[config.mk]
export PLATFORM = sky130hd
export DESIGN_NAME = ixc_cap_loop_ctl
export DESIGN_NICKNAME = d
export VERILOG_FILES = /design/src/rtl/ixc_cap_loop_ctl.sv
export SDC_FILE = /design/constraint.sdc
export NUM_CORES = 1
export LEC_CHECK = 0
export CORE_MARGIN = 4
export CORE_UTILIZATION = 45
export DETAILED_ROUTE_END_ITERATION = 6
export GPL_ROUTABILITY_DRIVEN = 0
export MAX_ROUTING_LAYER = met4
export PLACE_DENSITY = 0.78
export SLEW_MARGIN = 15
export SYNTH_ARGS = -nofsm -noshare
export SYNTH_HDL_FRONTEND = slang
export SYNTH_SLANG_ARGS = --single-unit
[constraint.sdc]
create_clock -name bClk -period 2.5 [get_ports bClk]
set_input_delay 0.25 -clock bClk [delete_from_list [all_inputs] [get_ports bClk]]
set_output_delay 0.25 -clock bClk [all_outputs]
set_load 0.01 [all_outputs]
[src/rtl/ixc_cap_loop_ctl.sv]
// ixc_cap_loop_ctl: round-robin arbiter that hands the capture loop to one requester at a time.
// Define IXC_CAP_LOOP_CTL_TIMEOUT_EN to build the WAIT timeout counter and the sticky err flag.
module ixc_cap_loop_ctl #(
  parameter int NREQ  = 4,
  parameter int TMO_W = 8
) (
  input  logic             bClk,
  input  logic             bRst,
  input  logic [NREQ-1:0]  req,
  output logic [NREQ-1:0]  gnt,
  output logic [NREQ-1:0]  done,
  output logic             capEn,
  input  logic             bcLatchEn,
  input  logic             bpHalt,
  input  logic [TMO_W-1:0] tmoCfg,
  output logic             busy,
  output logic             err,
  input  logic             errClr
);

  localparam int IW = $clog2(NREQ);

  typedef enum logic [1:0] {
    ST_IDLE    = 2'd0,
    ST_WAIT    = 2'd1,
    ST_LATCH   = 2'd2,
    ST_RELEASE = 2'd3
  } state_e;

  state_e          state_q, state_d;
  logic [NREQ-1:0] gnt_q, gnt_d;
  logic [NREQ-1:0] done_q, done_d;
  logic            cap_en_q, cap_en_d;
  logic            busy_q, busy_d;
  logic [IW-1:0]   ptr_q, ptr_d;
  logic [IW-1:0]   gidx_q, gidx_d;
  logic [IW:0]     pick_s;
  logic            own_req_s;
  logic            tmo_hit_s;
  logic            err_set_s;

  // Search starts at the pointer and wraps; bit IW of the result flags a hit.
  function automatic logic [IW:0] rr_pick(input logic [NREQ-1:0] r, input logic [IW-1:0] p);
    logic [IW:0] res;
    int          k;
    res = {(IW+1){1'b0}};
    for (int i = NREQ - 1; i >= 0; i--) begin
      k   = (int'(p) + i) % NREQ;
      res = r[k[IW-1:0]] ? {1'b1, k[IW-1:0]} : res;
    end
    return res;
  endfunction

  function automatic logic [IW-1:0] ptr_after(input logic [IW-1:0] idx);
    return (idx == IW'(NREQ - 1)) ? IW'(0) : idx + IW'(1);
  endfunction

  assign pick_s    = rr_pick(req, ptr_q);
  assign own_req_s = |(req & gnt_q);

  always_comb begin
    state_d   = state_q;
    gnt_d     = gnt_q;
    done_d    = {NREQ{1'b0}};
    cap_en_d  = cap_en_q;
    ptr_d     = ptr_q;
    gidx_d    = gidx_q;
    err_set_s = 1'b0;
    case (state_q)
      ST_IDLE: begin
        if (pick_s[IW]) begin
          state_d  = ST_WAIT;
          gidx_d   = pick_s[IW-1:0];
          gnt_d    = {{(NREQ-1){1'b0}}, 1'b1} << pick_s[IW-1:0];
          cap_en_d = 1'b1;
        end else begin
          gnt_d    = {NREQ{1'b0}};
          cap_en_d = 1'b0;
        end
      end
      // A dropped request outranks a latch, and a latch outranks a coincident timeout.
      ST_WAIT: begin
        if (!own_req_s) begin
          state_d  = ST_RELEASE;
          gnt_d    = {NREQ{1'b0}};
          cap_en_d = 1'b0;
        end else if (bcLatchEn) begin
          state_d  = ST_LATCH;
        end else if (tmo_hit_s) begin
          state_d   = ST_RELEASE;
          gnt_d     = {NREQ{1'b0}};
          cap_en_d  = 1'b0;
          err_set_s = 1'b1;
        end else begin
          state_d  = ST_WAIT;
        end
      end
      ST_LATCH: begin
        if (!own_req_s) begin
          state_d  = ST_RELEASE;
          gnt_d    = {NREQ{1'b0}};
          cap_en_d = 1'b0;
        end else if (!bpHalt) begin
          state_d  = ST_RELEASE;
          gnt_d    = {NREQ{1'b0}};
          cap_en_d = 1'b0;
          done_d   = gnt_q;
        end else begin
          state_d  = ST_LATCH;
        end
      end
      ST_RELEASE: begin
        state_d  = ST_IDLE;
        gnt_d    = {NREQ{1'b0}};
        cap_en_d = 1'b0;
        ptr_d    = ptr_after(gidx_q);
      end
      default: begin
        state_d  = ST_IDLE;
        gnt_d    = {NREQ{1'b0}};
        cap_en_d = 1'b0;
      end
    endcase
    busy_d = (state_d != ST_IDLE);
  end

  always_ff @(posedge bClk or posedge bRst) begin
    if (bRst) begin
      state_q  <= ST_IDLE;
      gnt_q    <= {NREQ{1'b0}};
      done_q   <= {NREQ{1'b0}};
      cap_en_q <= 1'b0;
      busy_q   <= 1'b0;
      ptr_q    <= {IW{1'b0}};
      gidx_q   <= {IW{1'b0}};
    end else begin
      state_q  <= state_d;
      gnt_q    <= gnt_d;
      done_q   <= done_d;
      cap_en_q <= cap_en_d;
      busy_q   <= busy_d;
      ptr_q    <= ptr_d;
      gidx_q   <= gidx_d;
    end
  end

`ifdef IXC_CAP_LOOP_CTL_TIMEOUT_EN
  logic [TMO_W-1:0] cnt_q, cnt_d;
  logic [TMO_W-1:0] cnt_inc_s;
  logic             err_q, err_d;

  // The counter holds (WAIT cycles - 1), so the hit fires on the tmoCfg-th WAIT cycle.
  assign cnt_inc_s = cnt_q + {{(TMO_W-1){1'b0}}, 1'b1};
  assign tmo_hit_s = (tmoCfg != {TMO_W{1'b0}}) && (cnt_inc_s == tmoCfg);

  always_comb begin
    cnt_d = (state_q == ST_WAIT) ? cnt_inc_s : {TMO_W{1'b0}};
    if (err_set_s) begin
      err_d = 1'b1;
    end else if (errClr) begin
      err_d = 1'b0;
    end else begin
      err_d = err_q;
    end
  end

  always_ff @(posedge bClk or posedge bRst) begin
    if (bRst) begin
      cnt_q <= {TMO_W{1'b0}};
      err_q <= 1'b0;
    end else begin
      cnt_q <= cnt_d;
      err_q <= err_d;
    end
  end

  assign err = err_q;
`else
  logic unused_cfg_s;

  assign tmo_hit_s    = 1'b0;
  assign unused_cfg_s = ^{tmoCfg, errClr, err_set_s};
  assign err          = 1'b0;
`endif

  assign gnt   = gnt_q;
  assign done  = done_q;
  assign capEn = cap_en_q;
  assign busy  = busy_q;

endmodule

==> results of run 1 <==
critical path, stage by stage:
cell and delay, ps:
sky130_fd_sc_hd__clkdlybuf4s50_1 510, sky130_fd_sc_hd__a22o_1 300, sky130_fd_sc_hd__a221oi_4 270, sky130_fd_sc_hd__a21oi_1 170
sky130_fd_sc_hd__a32o_1 240
path summary, 6_finish.rpt:
path,to,slack (ps)
worst max-delay path,gnt[1]$_DFFE_PP0P_,940
worst min-delay path,done[3]$_DFF_PP0_,320
worst max register to register,gnt[2]$_DFFE_PP0P_,980
worst min register to register,capEn$_DFFE_PP0P_,490
max in group asynchronous,state_q[0]$_DFF_PP0_,1790
min in group bClk,capEn$_DFFE_PP0P_,490
stage by stage:
stage / setup WS, ps / total power [mW] / hold slack, ps / cell area (sq um) / std cells
2_1_floorplan: 1147 / 0.6604 / 163.7 / 745.7 / 68
3_3_place_gp: 679.1 / 0.7810 / 467.5 / 924.6 / 99
3_5_place_dp: 632.6 / 0.7990 / 467.9 / 924.6 / 99
4_1_cts: 937.8 / 0.9737 / 351.1 / 960.9 / 103
5_1_grt: 876.5 / 1.047 / 383.1 / 960.9 / 103
6_report: 939.8 / 0.9673 / 324.1 / 960.9 / 103
layer usage:
metal,vias to the layer above,GRT usage
met5,-,-
met4,0,0.08072
met3,5,0.03988
met2,19,0.2391
met1,292,0.1887
li1,284,-
state kept, by name, summed over array words and instances, names as in the netlist:
name and flops:
capEn 1, gnt 4, done 4, ptr_q 2, busy 1, gidx_q 2, state_q 2
synth_stat cells (all sizes together), types with 2 or more instances:
library cell | instances | area share
dfrtp | 16 | 0.54
nand2 | 5 | 0.025
or3 | 2 | 0.017
nor3 | 3 | 0.020
a21oi | 4 | 0.027
nor2 | 3 | 0.015
nand2b | 3 | 0.025
nor2b | 2 | 0.017
inv | 2 | 0.010
and2 | 4 | 0.034
a32o | 4 | 0.054
o21ai | 3 | 0.020
report_power, final:
group	leakage (nW)	total [mW]	internal [mW]	switching, mW
clock network	0.0210	0.172	0.0888	0.0833
logic	0.192	0.372	0.190	0.182
registers	0.207	0.423	0.340	0.0835
total	0.421	0.967	0.618	0.349
layout by cell type, fill, tap and decap left out:
cell	n
sky130_fd_sc_hd__a32o_1	4
sky130_fd_sc_hd__nor2_1	3
sky130_fd_sc_hd__conb_1	1
sky130_fd_sc_hd__clkbuf_8	1
sky130_fd_sc_hd__dfrtp_1	16
sky130_fd_sc_hd__ha_1	1
sky130_fd_sc_hd__nand2_1	5
sky130_fd_sc_hd__nor4_1	1
sky130_fd_sc_hd__clkbuf_4	3
sky130_fd_sc_hd__o22ai_1	1
sky130_fd_sc_hd__mux2_2	1
sky130_fd_sc_hd__mux2i_1	1
sky130_fd_sc_hd__a221oi_4	1
sky130_fd_sc_hd__nor3_1	3
sky130_fd_sc_hd__a21oi_1	4
sky130_fd_sc_hd__o31ai_1	1
sky130_fd_sc_hd__nand2b_1	3
sky130_fd_sc_hd__o21ai_0	3
sky130_fd_sc_hd__nand3b_1	1
sky130_fd_sc_hd__a21o_1	1
sky130_fd_sc_hd__o21a_1	1
sky130_fd_sc_hd__o221ai_1	1
sky130_fd_sc_hd__and2_1	4
sky130_fd_sc_hd__nand3_1	1
sky130_fd_sc_hd__clkdlybuf4s50_1	17
sky130_fd_sc_hd__or3_1	2
sky130_fd_sc_hd__nor2b_1	2
sky130_fd_sc_hd__a22o_1	1
sky130_fd_sc_hd__inv_1	2
sky130_fd_sc_hd__o22a_1	1
cell families after synthesis:
kind of cell | Yosys count | share of synthesized area
AND/OR/NAND/NOR | 25 | 0.1778
AO/OA/AOI/OAI | 19 | 0.2098
flip-flops | 16 | 0.5369
buffers and inverters | 4 | 0.02517
multiplexers | 2 | 0.02852
adder cells (fa/ha/maj) | 1 | 0.01678
other | 1 | 0.005029
cell type report:
| cell class | count | area [sq um] |
|---|---|---|
| clock buffer | 4 | 36.28 |
| fill | 139 | 580.6 |
| inverter | 2 | 7.507 |
| multi-input combinational | 48 | 326.6 |
| sequential | 16 | 400.4 |
| tap | 16 | 20.02 |
| timing repair buffer | 17 | 170.2 |
==> PnR_summary.wiki, run 1 <==
{| class="wikitable"
! Metric !! Value
|-
| Antenna violations before repair || 0
|-
| Portion of the post-synthesis area used by sequential elements || 0.5369
|-
| End-of-flow core utilization || 0.6234
|-
| DR vias || 600
|-
| Main synth FF type || sky130_fd_sc_hd__dfrtp_1
|-
| P per Cell Area || 1007 mW/mm^2
|-
| Root buffer selected by CTS || sky130_fd_sc_hd__clkbuf_4
|-
| HP Class || in -> async
|-
| Number of max-slew violations in the final report || 0
|-
| Clock tree from TritonCTS || yes
|-
| Arrival time at the worst endpoint || 1740 ps
|-
| Count of hold buffers inserted by post-cts repair || 0
|-
| Post-detailed-route DRC marker count || 0
|-
| Routed wire length on met3 || roughly 86 um
|-
| Async set-reset flop share out of synthesis || 1.000
|-
| CP Capture Type || flip-flop
|-
| Rows || 14
|-
| Uppermost signal routing layer after detailed routing || met4
|-
| Total negative setup slack || 0 ps
|-
| Critical Path Source || req[0]
|-
| Pin count of the biggest net entering global routing || 17
|-
| Violation count after the first detailed-route iteration || 10
|-
| Router iterations before antenna repair || 4
|-
| Die extent in x || 48.71 um
|-
| Final period util || 0.6241
|-
| Aggregate routed wire length || roughly 1600 um
|-
| Bufs on Longest Clock Path || 2
|-
| Clock sink count || 16
|-
| Max Cap Viol || 0
|-
| Total I/O pin count || 28
|-
| Number of instances resized during post-cts repair || 0
|-
| DRT met1 WL || 731 um
|-
| Startpoint type of the worst setup path || primary input
|-
| Reg-to-reg critical path startpoint || ptr_q[1]$_DFFE_PP0N_
|-
| Syn Std Cell Area || between 700 and 800 sq um
|-
| Static leakage || between 0.4 and 0.5 nW
|-
| Gr ovfl total || 0
|-
| Seq cells post-synth || 16
|-
| Die Y || 48.71 um
|-
| # Post-CTS Setup Buffers || 0
|-
| HPWL Detailed || 1191 um
|-
| Synth Instances || 68
|-
| Number of setup violations in the final report || 0
|-
| Max frequency || about 0.64 GHz
|-
| Source-to-sink clock delay at the later pin of the worst-skew pair || 290 ps
|-
| Max Clock Skew || roughly 1.5 ps
|-
| Type of the worst setup path || in -> reg
|-
| Total Routing Usage GR || 0.1563
|-
| Minimum period implied by the final worst setup slack || around 1600 ps
|-
| Count of flip-flops with a built-in enable after synthesis || 0
|-
| Signed area change from the synthesized netlist to the final layout || 28.86%
|-
| Measured slew at the worst slew-check pin || between 500 and 600 ps
|-
| Number of port buffers || 17
|-
| Largest fanout on the critical path || 6
|-
| Antenna diode instance count || 0
|-
| Global-route wire length before repair || ~2800 um
|-
| Area of the core || 0.001541 sq mm
|-
| Vias in the first global route || approximately 590
|-
| Setup repair after global routing missed its margin || no
|-
| Total nets after synthesis || 86
|-
| Number of warnings issued by yosys || 0
|-
| CTS H-Tree Depth || 1
|-
| Worst vdd rail ir drop || between 600 and 700 uV
|-
| Run status || finished clean
|-
| Worst Reg-to-Reg Cells || 4
|-
| Routed vias/inst || between 5 and 6
|-
| Initial standard-cell utilization of the core || 0.4838
|-
| Detail Route Antenna Nets || 0
|-
| Amount of wire on met2 after detailed routing || 740 um
|-
| Inserted Clock Buffers || 3
|-
| CP required || ~2700 ps
|-
| Number of failing hold endpoints at the final stage || 0
|-
| Worst slew margin || 0.6031
|-
| Nets@finish || ~110
|-
| Clock transition at the register clock pins on the worst setup and hold paths after CTS || around 90 ps
|-
| Fraction of layout cells with a size suffix above 1 || 0.06897
|-
| Unique cell type count in the Yosys netlist || 29
|-
| Average wire per standard cell || between 15 and 20 um
|-
| Average cell area after synthesis || between 10 and 15 sq um
|-
| Die Outline Area || approximately 0.0024 sq mm
|}
No activity file was read; power rests on OpenSTA's default activity.
==> run 2, diff against run 1 <==
- CORE_UTILIZATION: 45 -> 42
- PLACE_DENSITY: 0.78 -> 0.74
- clock period: 2.5 -> 1.6 ns (I/O delays scaled with it)
==> PnR_summary.wiki, run 2 (same netlist as run 1, synthesis figures left out) <==
{| class="wikitable"
! Metric !! Value
|-
| Run status || finished clean
|-
| Clock sink count || 16
|-
| Setup repair after global routing missed its margin || no
|-
| Rows || 14
|-
| Sequential cell area in the final layout || approximately 400 sq um
|-
| Worst setup slack after layout || 59.53 ps
|-
| Worst path top cell family by delay || flip-flops
|-
| Nets@finish || ~110
|-
| Placed Instance Area || ~960 sq um
|-
| Largest fanout on the critical path || 7
|-
| # Post-CTS Setup Buffers || 0
|-
| Die extent in x || between 50 and 60 um
|-
| DR vias || 599
|-
| Gr ovfl total || 0
|-
| Pin count of the biggest net entering global routing || 17
|-
| CP Capture Type || flip-flop
|-
| Minimum period implied by the final worst setup slack || between 1500 and 2000 ps
|-
| Area of the core || 0.001594 sq mm
|-
| PnR Total Power || around 1.5 mW
|-
| Die Outline Area || about 0.0025 sq mm
|-
| Arrival time at the worst endpoint || 1720 ps
|-
| Leading cell types in the layout, fill and taps excluded || sky130_fd_sc_hd__clkdlybuf4s50_1 (17), sky130_fd_sc_hd__dfrtp_1 (16), sky130_fd_sc_hd__nand2_1 (5)
|-
| Fin Hold WS || roughly 230 ps
|-
| P per Cell Area || 1533 mW/mm^2
|-
| Global-route wire length before repair || roughly 2800 um
|-
| Detail Route Antenna Nets || 0
|-
| Largest stage delay on the critical path || between 400 and 500 ps
|-
| Fill cell count || approximately 130
|-
| Number of instances resized during post-cts repair || 0
|-
| Number of port buffers || 17
|-
| Antenna violations before repair || 0
|-
| Number of max-slew violations in the final report || 0
|-
| Max stage delay cell, worst path || sky130_fd_sc_hd__dfrtp_1
|-
| Footprint of the multi-input gates || between 300 and 400 sq um
|-
| Non-Filler Instances || 114
|-
| Total I/O pin count || 28
|-
| Measured slew at the worst slew-check pin || between 500 and 600 ps
|-
| Worst vdd rail ir drop || 1157 uV
|-
| Most frequent standard cell in the layout excluding fill and tap cells || sky130_fd_sc_hd__clkdlybuf4s50_1
|-
| Final Instance Area || a little under 0.001 sq mm
|-
| Cells along the critical path || mux2i_1 > nor2_1 > or3_1 > a32o_1
|-
| Max Cap Viol || 0
|-
| Number of setup violations in the final report || 0
|-
| Count of hold buffers inserted by post-cts repair || 0
|-
| Bufs on Longest Clock Path || 2
|-
| Clock tree from TritonCTS || yes
|-
| Inst Count DP || 110
|-
| Source-to-sink clock delay at the later pin of the worst-skew pair || 280 ps
|-
| CTS H-Tree Depth || 1
|-
| Antenna diode instance count || 0
|-
| Router iterations before antenna repair || 4
|-
| End-of-flow core utilization || 0.6232
|-
| Final period util || 0.9628
|-
| Average wire per standard cell || ~14 um
|-
| Max frequency || 0.6492 GHz
|-
| Max Clock Skew || 4.695 ps
|-
| Routed vias/inst || about 5.3
|-
| Total negative setup slack || 0 ps
|-
| Vias in the first global route || roughly 590
|-
| Root buffer selected by CTS || sky130_fd_sc_hd__clkbuf_4
|-
| Die Y || around 50 um
|-
| Violation count after the first detailed-route iteration || 19
|-
| Critical path buffer and inverter count || 0
|-
| Pre-CTS setup slack || -105.2 ps
|-
| Worst slew margin || 0.6056
|-
| HPWL Detailed || 1220 um
|-
| Number of failing hold endpoints at the final stage || 0
|-
| Type of the worst setup path || reg -> reg
|-
| Signed area change from the synthesized netlist to the final layout || 33.22%
|-
| Static leakage || between 0.4 and 0.5 nW
|-
| Inserted Clock Buffers || 3
|-
| Fraction of layout cells with a size suffix above 1 || 0.1000
|-
| Aggregate routed wire length || around 1600 um
|-
| Total Routing Usage GR || 0.1529
|-
| HP Class || in -> async
|-
| Clock transition at the register clock pins on the worst setup and hold paths after CTS || approximately 90 ps
|-
| Post-detailed-route DRC marker count || 0
|-
| Initial standard-cell utilization of the core || 0.4678
|-
| Startpoint type of the worst setup path || flip-flop
|-
| CP required || 1780 ps
|}
-- run 2: cell types whose count changed in the layout (fill, tap and decap cells not counted), sizes merged --
cell  before  now
buf        0    3
-- run 2: cell type report --
type	instances	area share
sequential	16	0.4030
multi-input combinational	48	0.3287
timing repair buffer	20	0.1940
clock buffer	4	0.03652
tap	24	0.03023
inverter	2	0.007557
-- run 2: path summary, 6_finish.rpt --
check                                       end  slack (ps)  depth (start not counted)            startpoint
setup / recovery             gnt[0]$_DFFE_PP0P_          60                          4  ptr_q[1]$_DFFE_PP0N_
hold / removal                done[2]$_DFF_PP0_         230                          2                  bRst
setup reg to reg             gnt[0]$_DFFE_PP0P_          60                          4  ptr_q[1]$_DFFE_PP0N_
hold reg to reg               capEn$_DFFE_PP0P_         490                          1     capEn$_DFFE_PP0P_
max in group asynchronous  ptr_q[1]$_DFFE_PP0N_         990                          2                  bRst
min in group bClk             capEn$_DFFE_PP0P_         490                          1     capEn$_DFFE_PP0P_
-- run 2: report_power, final --
part           switching (mW)  total (mW)  internal, mW
logic                   0.290       0.604         0.314
clock network           0.117       0.256         0.139
registers               0.133       0.664         0.531
total                   0.540        1.52         0.983
-- run 2: metal layers --
metal | track usage | up-vias | part of all wire
met1 | 0.1837 | 276 | 0.43
met3 | 0.03254 | 4 | 0.079
met2 | 0.2326 | 25 | 0.46
met4 | 0.09677 | 0 | 0.021
li1 | - | 294 | -
met5 | - | - | 0
